File: src/rtl/wb_stage_if.sv
// Bundle between the memory-access stage and the write-back stage, including the
// register-file write port and forwarding copy that leave the stage.
interface wb_stage_if;
  logic        cmd_ld_wb;
  logic [2:0]  ld_code_wb;
  logic [4:0]  rd_adr_wb;
  logic [31:0] rd_data_wb;
  logic        wbk_rd_reg_wb;
  logic [31:0] ld_data_wb;
  logic        retire_wb;
  logic        stall;
  logic        rst_pipe_wb;
  logic        rf_we;
  logic [4:0]  rf_wadr;
  logic [31:0] rf_wdata;
  logic        wbk_rd_reg_fw;
  logic [4:0]  rd_adr_fw;
  logic [31:0] rd_data_fw;
  logic [63:0] instret;

  modport master (
    output cmd_ld_wb, ld_code_wb, rd_adr_wb, rd_data_wb, wbk_rd_reg_wb,
           ld_data_wb, retire_wb, stall, rst_pipe_wb,
    input  rf_we, rf_wadr, rf_wdata, wbk_rd_reg_fw, rd_adr_fw, rd_data_fw, instret
  );

  modport slave (
    input  cmd_ld_wb, ld_code_wb, rd_adr_wb, rd_data_wb, wbk_rd_reg_wb,
           ld_data_wb, retire_wb, stall, rst_pipe_wb,
    output rf_we, rf_wadr, rf_wdata, wbk_rd_reg_fw, rd_adr_fw, rd_data_fw, instret
  );
endinterface

File: src/rtl/wb_stage.sv
// RV32I write-back stage: load formatting with stall-safe load hold, register-file
// write port, one-cycle forwarding copy and the 64-bit retired-instruction counter.
module wb_stage #(
  parameter bit FWD_EN = 1'b1
) (
  input  logic       clk,
  input  logic       rst_n,
  wb_stage_if.slave  bus
);

  typedef enum logic [2:0] {
    LD_LB  = 3'b000,
    LD_LH  = 3'b001,
    LD_LW  = 3'b010,
    LD_LBU = 3'b100,
    LD_LHU = 3'b101
  } ld_code_e;

  logic        stall_dly_q, stall_dly_d;
  logic [31:0] ld_hold_q,   ld_hold_d;
  logic [63:0] instret_q,   instret_d;
  logic        stall_1shot;
  logic [31:0] ld_raw;
  logic [1:0]  off;
  logic [7:0]  ld_byte;
  logic [15:0] ld_half;
  logic [31:0] ld_fmt;
  logic        rf_we;
  logic [31:0] rf_wdata;

  // The raw load word is only present for one cycle; a stall that starts in that
  // cycle freezes a private copy, which then feeds the completion write.
  assign stall_1shot = bus.stall & ~stall_dly_q;
  assign ld_raw      = stall_dly_q ? ld_hold_q : bus.ld_data_wb;
  assign off         = bus.rd_data_wb[1:0];

  // NOTE: every variable driven here gets a default first, so no path leaves it
  // unassigned and no latch is inferred.
  always_comb begin
    stall_dly_d = bus.stall;
    ld_hold_d   = ld_hold_q;
    if (bus.rst_pipe_wb)
      ld_hold_d = 32'd0;
    else if (stall_1shot)
      ld_hold_d = bus.ld_data_wb;

    instret_d = instret_q;
    if (bus.retire_wb && !bus.stall && !bus.rst_pipe_wb)
      instret_d = instret_q + 64'd1;
  end

  always_comb begin
    ld_byte = ld_raw[{off, 3'b000} +: 8];
    ld_half = off[1] ? ld_raw[31:16] : ld_raw[15:0];
    ld_fmt  = 32'd0;
    case (ld_code_e'(bus.ld_code_wb))
      LD_LB:   ld_fmt = {{24{ld_byte[7]}}, ld_byte};
      LD_LBU:  ld_fmt = {24'd0, ld_byte};
      LD_LH:   ld_fmt = {{16{ld_half[15]}}, ld_half};
      LD_LHU:  ld_fmt = {16'd0, ld_half};
      LD_LW:   ld_fmt = ld_raw;
      default: ld_fmt = 32'd0;
    endcase
  end

  assign rf_wdata = bus.cmd_ld_wb ? ld_fmt : bus.rd_data_wb;
  assign rf_we    = bus.wbk_rd_reg_wb & (bus.rd_adr_wb != 5'd0) & ~bus.rst_pipe_wb;

  assign bus.rf_we    = rf_we;
  assign bus.rf_wadr  = bus.rd_adr_wb;
  assign bus.rf_wdata = rf_wdata;
  assign bus.instret  = instret_q;

  // NOTE: sequential state uses non-blocking assignments so every flop samples
  // the pre-edge value of the others, independent of block ordering.
  // NOTE: ld_hold is a single register, not a memory, so it is cleared by rst_n
  // like the rest of the state.
  always_ff @(posedge clk or negedge rst_n) begin
    if (!rst_n) begin
      stall_dly_q <= 1'b0;
      ld_hold_q   <= 32'd0;
      instret_q   <= 64'd0;
    end else begin
      stall_dly_q <= stall_dly_d;
      ld_hold_q   <= ld_hold_d;
      instret_q   <= instret_d;
    end
  end

  generate
    if (FWD_EN) begin : g_fwd
      logic        fw_valid_q, fw_valid_d;
      logic [4:0]  fw_adr_q,   fw_adr_d;
      logic [31:0] fw_data_q,  fw_data_d;

      always_comb begin
        fw_valid_d = rf_we;
        fw_adr_d   = bus.rd_adr_wb;
        fw_data_d  = rf_wdata;
        if (bus.rst_pipe_wb) begin
          fw_valid_d = 1'b0;
          fw_adr_d   = 5'd0;
          fw_data_d  = 32'd0;
        end
      end

      always_ff @(posedge clk or negedge rst_n) begin
        if (!rst_n) begin
          fw_valid_q <= 1'b0;
          fw_adr_q   <= 5'd0;
          fw_data_q  <= 32'd0;
        end else begin
          fw_valid_q <= fw_valid_d;
          fw_adr_q   <= fw_adr_d;
          fw_data_q  <= fw_data_d;
        end
      end

      assign bus.wbk_rd_reg_fw = fw_valid_q;
      assign bus.rd_adr_fw     = fw_adr_q;
      assign bus.rd_data_fw    = fw_data_q;
    end else begin : g_no_fwd
      assign bus.wbk_rd_reg_fw = 1'b0;
      assign bus.rd_adr_fw     = 5'd0;
      assign bus.rd_data_fw    = 32'd0;
    end
  endgenerate

endmodule

File: src/flat_wrapper.sv
// flat-port wrapper written by rule: the top's interface ports become plain ports
module wb_stage_flat 
#(
  parameter bit FWD_EN = 1'b1
)
  (clk, rst_n, bus_cmd_ld_wb, bus_ld_code_wb, bus_rd_adr_wb, bus_rd_data_wb, bus_wbk_rd_reg_wb, bus_ld_data_wb, bus_retire_wb, bus_stall, bus_rst_pipe_wb, bus_rf_we, bus_rf_wadr, bus_rf_wdata, bus_wbk_rd_reg_fw, bus_rd_adr_fw, bus_rd_data_fw, bus_instret);
  wb_stage_if bus_i ();
  input  logic clk;
  input  logic rst_n;
  input wire logic [$bits(bus_i.cmd_ld_wb)-1:0] bus_cmd_ld_wb;
  input wire logic [$bits(bus_i.ld_code_wb)-1:0] bus_ld_code_wb;
  input wire logic [$bits(bus_i.rd_adr_wb)-1:0] bus_rd_adr_wb;
  input wire logic [$bits(bus_i.rd_data_wb)-1:0] bus_rd_data_wb;
  input wire logic [$bits(bus_i.wbk_rd_reg_wb)-1:0] bus_wbk_rd_reg_wb;
  input wire logic [$bits(bus_i.ld_data_wb)-1:0] bus_ld_data_wb;
  input wire logic [$bits(bus_i.retire_wb)-1:0] bus_retire_wb;
  input wire logic [$bits(bus_i.stall)-1:0] bus_stall;
  input wire logic [$bits(bus_i.rst_pipe_wb)-1:0] bus_rst_pipe_wb;
  output wire logic [$bits(bus_i.rf_we)-1:0] bus_rf_we;
  output wire logic [$bits(bus_i.rf_wadr)-1:0] bus_rf_wadr;
  output wire logic [$bits(bus_i.rf_wdata)-1:0] bus_rf_wdata;
  output wire logic [$bits(bus_i.wbk_rd_reg_fw)-1:0] bus_wbk_rd_reg_fw;
  output wire logic [$bits(bus_i.rd_adr_fw)-1:0] bus_rd_adr_fw;
  output wire logic [$bits(bus_i.rd_data_fw)-1:0] bus_rd_data_fw;
  output wire logic [$bits(bus_i.instret)-1:0] bus_instret;
  assign bus_i.cmd_ld_wb = bus_cmd_ld_wb;
  assign bus_i.ld_code_wb = bus_ld_code_wb;
  assign bus_i.rd_adr_wb = bus_rd_adr_wb;
  assign bus_i.rd_data_wb = bus_rd_data_wb;
  assign bus_i.wbk_rd_reg_wb = bus_wbk_rd_reg_wb;
  assign bus_i.ld_data_wb = bus_ld_data_wb;
  assign bus_i.retire_wb = bus_retire_wb;
  assign bus_i.stall = bus_stall;
  assign bus_i.rst_pipe_wb = bus_rst_pipe_wb;
  assign bus_rf_we = bus_i.rf_we;
  assign bus_rf_wadr = bus_i.rf_wadr;
  assign bus_rf_wdata = bus_i.rf_wdata;
  assign bus_wbk_rd_reg_fw = bus_i.wbk_rd_reg_fw;
  assign bus_rd_adr_fw = bus_i.rd_adr_fw;
  assign bus_rd_data_fw = bus_i.rd_data_fw;
  assign bus_instret = bus_i.instret;
  wb_stage #(.FWD_EN(FWD_EN)) u_core (.clk(clk), .rst_n(rst_n), .bus(bus_i));
endmodule
File: config.mk
export PLATFORM = sky130hd
export DESIGN_NAME = wb_stage_flat
export DESIGN_NICKNAME = d
export VERILOG_FILES = /design/src/rtl/wb_stage_if.sv /design/src/rtl/wb_stage.sv /design/src/flat_wrapper.sv
export SDC_FILE = /design/constraint.sdc
export NUM_CORES = 1
export LEC_CHECK = 0
export CORE_ASPECT_RATIO = 2
export CORE_MARGIN = 3
export CORE_UTILIZATION = 41
export CTS_CLUSTER_DIAMETER = 60
export DETAILED_ROUTE_END_ITERATION = 10
export PLACE_DENSITY = 0.72
export SLEW_MARGIN = 10
export SYNTH_ARGS = -nofsm -noshare
export SYNTH_HDL_FRONTEND = slang
export SYNTH_SLANG_ARGS = --single-unit
File: constraint.sdc
create_clock -name clk -period 4.6 [get_ports clk]
set_input_delay 0.92 -clock clk [delete_from_list [all_inputs] [get_ports clk]]
set_output_delay 0.92 -clock clk [all_outputs]
set_load 0.01 [all_outputs]
# After elaboration in Yosys (flattened, before gate mapping)
# Index checks and enable logic that the tools add are counted.
# totals
mem_bits_ro,0
register_bits,135
output_inout_bits,140
latchBits,0
mem_bits_rw,0
memories,0
# op_classes
order_cmp,0
multipliers,0
bitwise,5
mux,9
n_reduce_logical,7
n_addsub,1
eq_ne,4
div,0
n_shift,1
# op_table
cell,n
2-to-1 mux 32 bit,5
one-hot mux 32 bit (5 select lines),1
"adder 64 x 1 -> 64 bit, second input constant",1
variable part select 32 x 6 -> 8 bit,1
2-to-1 mux 16 bit,1
"equality test 3 bit, second input constant",2
2-to-1 mux 5 bit,1
nonzero test 5 bit,1
bitwise AND 1 bit,3
"equality test 3 x 1 -> 1 bit, second input constant",1
"equality test 3 x 2 -> 1 bit, second input constant",1
zero test 3 bit,1
logical AND 1 bit,2
zero test 1 bit,2
NOT 1 bit,2
nonzero test 2 bit,1
2-to-1 mux 1 bit,1

# Longest topological paths before layout
# logic_depth
depth_word,5
mapped_depth,8
ltp_nobuf,6

# Worst setup path before layout
# No wires, ideal clock.
# synth_path
kind,input to output
startpoint,input port bus_rd_data_wb[1]
endpoint,output port bus_rf_wdata[23]
path_buffers,3
arrival_time_ns,2.228
setup_slack_ns,1.452
stages,8
required_ns,3.680
path_cell_list,buf_2 -> mux4_2 -> mux2i_1 -> or3_1 -> buf_2 -> buf_6 -> a21o_1 -> nand2_1
# synth_between
elab_chain_len,3
# synth_lines
element,line,text
from (decl),flat_wrapper.sv:13,input wire logic [$bits(bus_i.rd_data_wb)-1:0] bus_rd_data_wb;
variable part select 32 x 6 -> 8 bit / 2-to-1 mux 16 bit (equally long branches),"wb_stage.sv:53, wb_stage.sv:54",
one-hot mux 32 bit (5 select lines) *,wb_stage.sv:56,case (ld_code_e'(bus.ld_code_wb))
2-to-1 mux 32 bit *,wb_stage.sv:66,assign rf_wdata = bus.cmd_ld_wb ? ld_fmt : bus.rd_data_wb;
to (decl),flat_wrapper.sv:21,output wire logic [$bits(bus_i.rf_wdata)-1:0] bus_rf_wdata;
# Mark *: on every way between the ends. The rest lies on a longest branch, timed or not.

# Worst setup path after layout
# layout_path
startpoint,input port bus_ld_data_wb[23]
endpoint,output port bus_rf_wdata[22]
# layout_between
elab_chain_len,4
# layout_lines
element,line,text
from (decl),flat_wrapper.sv:15,input wire logic [$bits(bus_i.ld_data_wb)-1:0] bus_ld_data_wb;
2-to-1 mux 32 bit,wb_stage.sv:34,assign ld_raw = stall_dly_q ? ld_hold_q : bus.ld_data_wb;
variable part select 32 x 6 -> 8 bit,wb_stage.sv:53,"ld_byte = ld_raw[{off, 3'b000} +: 8];"
one-hot mux 32 bit (5 select lines),wb_stage.sv:56,
2-to-1 mux 32 bit,wb_stage.sv:66,
# Every way passes these cells.

==> impl_metrics.yaml <==
outcome:
  status: "complete, no violations"
timing:
  rsz0062_at_grt: "false"
  min_period_over_period: 0.934
  period_needed_ps: 4300
  setup_viol: 0
  finalHoldViolCount: 0
  relSlewSlack: 0.381
  fin_setup_tns_ps: 0
  finalClockSkew_ps: 9.35
  max_freq_mhz: 233
  worstMarginPinSlew_ps: 929
  drv_slew: 0
  hold_ws_ps: 465
placement:
  portBuffers: 218
  dp_hpwl_um: 16900
  place_congestion: 0.924
  place_inst: 1111
cells_and_area:
  final_layout_size_suffix_gt1_frac: 0.131
  area_delta_synth_final_pct: 42.3
  fillers: 1470
  layout.nets: 1003
  stdcell_count: 1145
  fin_util: 0.598
worst_setup_path:
  path_class: "in -> out"
  slowest_stage: "or3_1"
  r2r_cells: 5
  required_ps: 3680
  crit_arrival_ps: 3380
  critPathLaunchType: "primary input"
  worstReg2RegStart: "u_core.bus.instret[2]"
  cp_max_fo: 16
  crit_path_frequent_cell: "clkdlybuf4s50_1"
  r2r_slack_ps: 2140
  cp-end-kind: "primary output"
  r2r-end: "u_core.bus.instret[62]"
  cpPeakStageDelay_ps: 580
  crit_chain: "clkdlybuf4s50_1 > mux4_2 > mux2i_1 > or3_1 > a21o_1 > nand2_1 > clkdlybuf4s50_1"
clocking:
  cts_buffer_depth: 2
  htree_levels: 4
  cts_tree: "built"
  post-cts-setup-buffer-count: 0
  path_clk_slew_ps: 60
  cts.repair.resized: 0
  numCtsBuffers: 17
  cts_sinks: 135
  clockRootBuffer: "clkbuf_16"
  clock_latency_ps: 430
  hold_buffers: 0
worst_hold_path:
  whs_path_depth: 1
  min_path_type: "reg -> reg"
  min-delay-start: "u_core.bus.instret[63]"
  hold_end: "u_core.bus.instret[63]"
die:
  core.rowCount: 67
  ios: 219
  die_w_um: 99.2
  start_util: 0.420
  coreArea_mm2: 0.0169
  die_h_um: 192
  die_area_mm2: 0.0191
synthesis:
  synth_seq_cells: 135
  synth-edff-count: 0
  synth_top_cell_area_share: 0.475
  yosysTopAreaCell: "dfrtp_1"
  synth.avg_cell_area_um2: 10.0
  synth_ff_type: "dfrtp_1"
  syn_inst: 709
  ys_types: 51
  synth.most_common_cell: "nand2_1"
  syn_area_mm2: 0.00712
  netlist_top_cells_count: "nand2_1, dfrtp_1, a21oi_1"
  synth_nets: 789
  ys_seq_area_frac: 0.475
  ys_warn_count: 0
  synthTopCellsByArea: "dfrtp_1, nand2_1, xor2_1, xnor2_1, mux2_2"
  synthArstFlopShare: 1.00
detailed_routing:
  first_pass_iters: 4
  totalWireLength_um: 22500
  via_per_inst: 5.38
  drc: 0
  vias: 6160
  routedWlPerCell_um: 19.7
  ant_nets: 0
  drt_iter0_drc: 173
global_route:
  overflow: 0
  grt_max_degree: 84
  antenna_found_initial: 2
  grt_pass1_vias: 6426
  grt_pass1_wl_um: 35400
  track_usage: 0.243
pwr:
  p_leak_nw: 4.39
  p_seq_frac: 0.391
  clockPowerShare: 0.459
  power_mw: 3.29
  irDropWorstVdd_uv: 239
  combPwrFrac: 0.150
  p_int_mw: 2.47
  power_density_mw_per_mm2: 324
  p_sw_frac: 0.249
  p_switching_mw: 0.817
flow_run:
  maxCapViolCount: 0
[layer usage]
metal	wire length, µm	vias up	track usage
met5	0	-	0
met4	1270	0	0.153
met3	1380	51	0.0655
met2	12500	221	0.439
met1	7390	2996	0.242
li1	-	2892	-
[power by group through the flow]
stage               sequential [mW]  clock, mW  combinational (mW)
floorplan                      1.31          0               0.200
global placement               1.30          0               0.491
detailed placement             1.31          0               0.497
CTS                            1.29       1.54               0.501
global route                   1.29       1.59               0.534
finish                         1.28       1.51               0.494
[registers in the layout, summed over array words and instances (netlist names)]
register and flops:
u_core.stall_dly_q 1, u_core.bus.rd_data_fw 32, u_core.ld_hold_q 32, u_core.bus.wbk_rd_reg_fw 1, u_core.bus.instret 64, u_core.bus.rd_adr_fw 5
[stage by stage]
step | setup slack, ps | area [µm²]
final | 302 | 10100
after detailed placement | 302 | 9480
after CTS | 299 | 10100
after global placement | 362 | 9480
after floorplan | 1450 | 7120
after global routing | 233 | 10100
[worst max path at each step]
stage | startpoint | endpoint | cells after the start
floorplan | bus_rd_data_wb[1] | bus_rf_wdata[23] | 8
global placement | bus_ld_data_wb[23] | bus_rf_wdata[26] | 7
detailed placement | bus_ld_data_wb[23] | bus_rf_wdata[22] | 7
CTS | bus_ld_data_wb[23] | bus_rf_wdata[22] | 7
global route | bus_ld_data_wb[31] | bus_rf_wdata[26] | 7
finish | bus_ld_data_wb[23] | bus_rf_wdata[22] | 7
[cell families (layout without fill, tap and decap cells)]
group                      count (synthesis)  in the layout  synth area share
and+or+nand+nor                          296            296             0.216
DFF                                      135            135             0.475
AOI/OAI and AO/OA                        112            112             0.109
xor gates and xnor gates                  63             63            0.0775
buffers and inverters                     57            284            0.0388
muxes                                     45             45            0.0826
adders and majority gates                  1              1           0.00176
other                                      0              2                 0
[layout by cell type, fill, tap and decap left out, drive strengths merged, types with 21 or more instances in the layout]
cell | netlist | final
clkdlybuf4s50 | 0 | 216
nand2 | 150 | 150
dfrtp | 135 | 135
a21oi | 55 | 55
xor2 | 32 | 32
xnor2 | 31 | 31
nand3 | 26 | 26
nor2 | 23 | 23
a21o | 23 | 23
nand4 | 21 | 21
[critical path: cells and delay by family]
kind	cells	cell delay [ps]
compound gates	1	230
simple gates	2	640
buf+inv	2	930
mux	2	640
[area by class of cell]
cell class | instances | area [µm²] | area share
Inverter | 17 | 63.8 | 0.00630
Multi-Input combinational cell | 517 | 3470 | 0.343
Antenna cell | 2 | 5.00 | 0.000494
Sequential cell | 135 | 3380 | 0.334
Tap cell | 207 | 259 | 0.0256
Clock buffer | 20 | 447 | 0.0441
Timing Repair Buffer | 235 | 2310 | 0.228
Clock inverter | 12 | 199 | 0.0196
(Power assumes the default switching activity.)
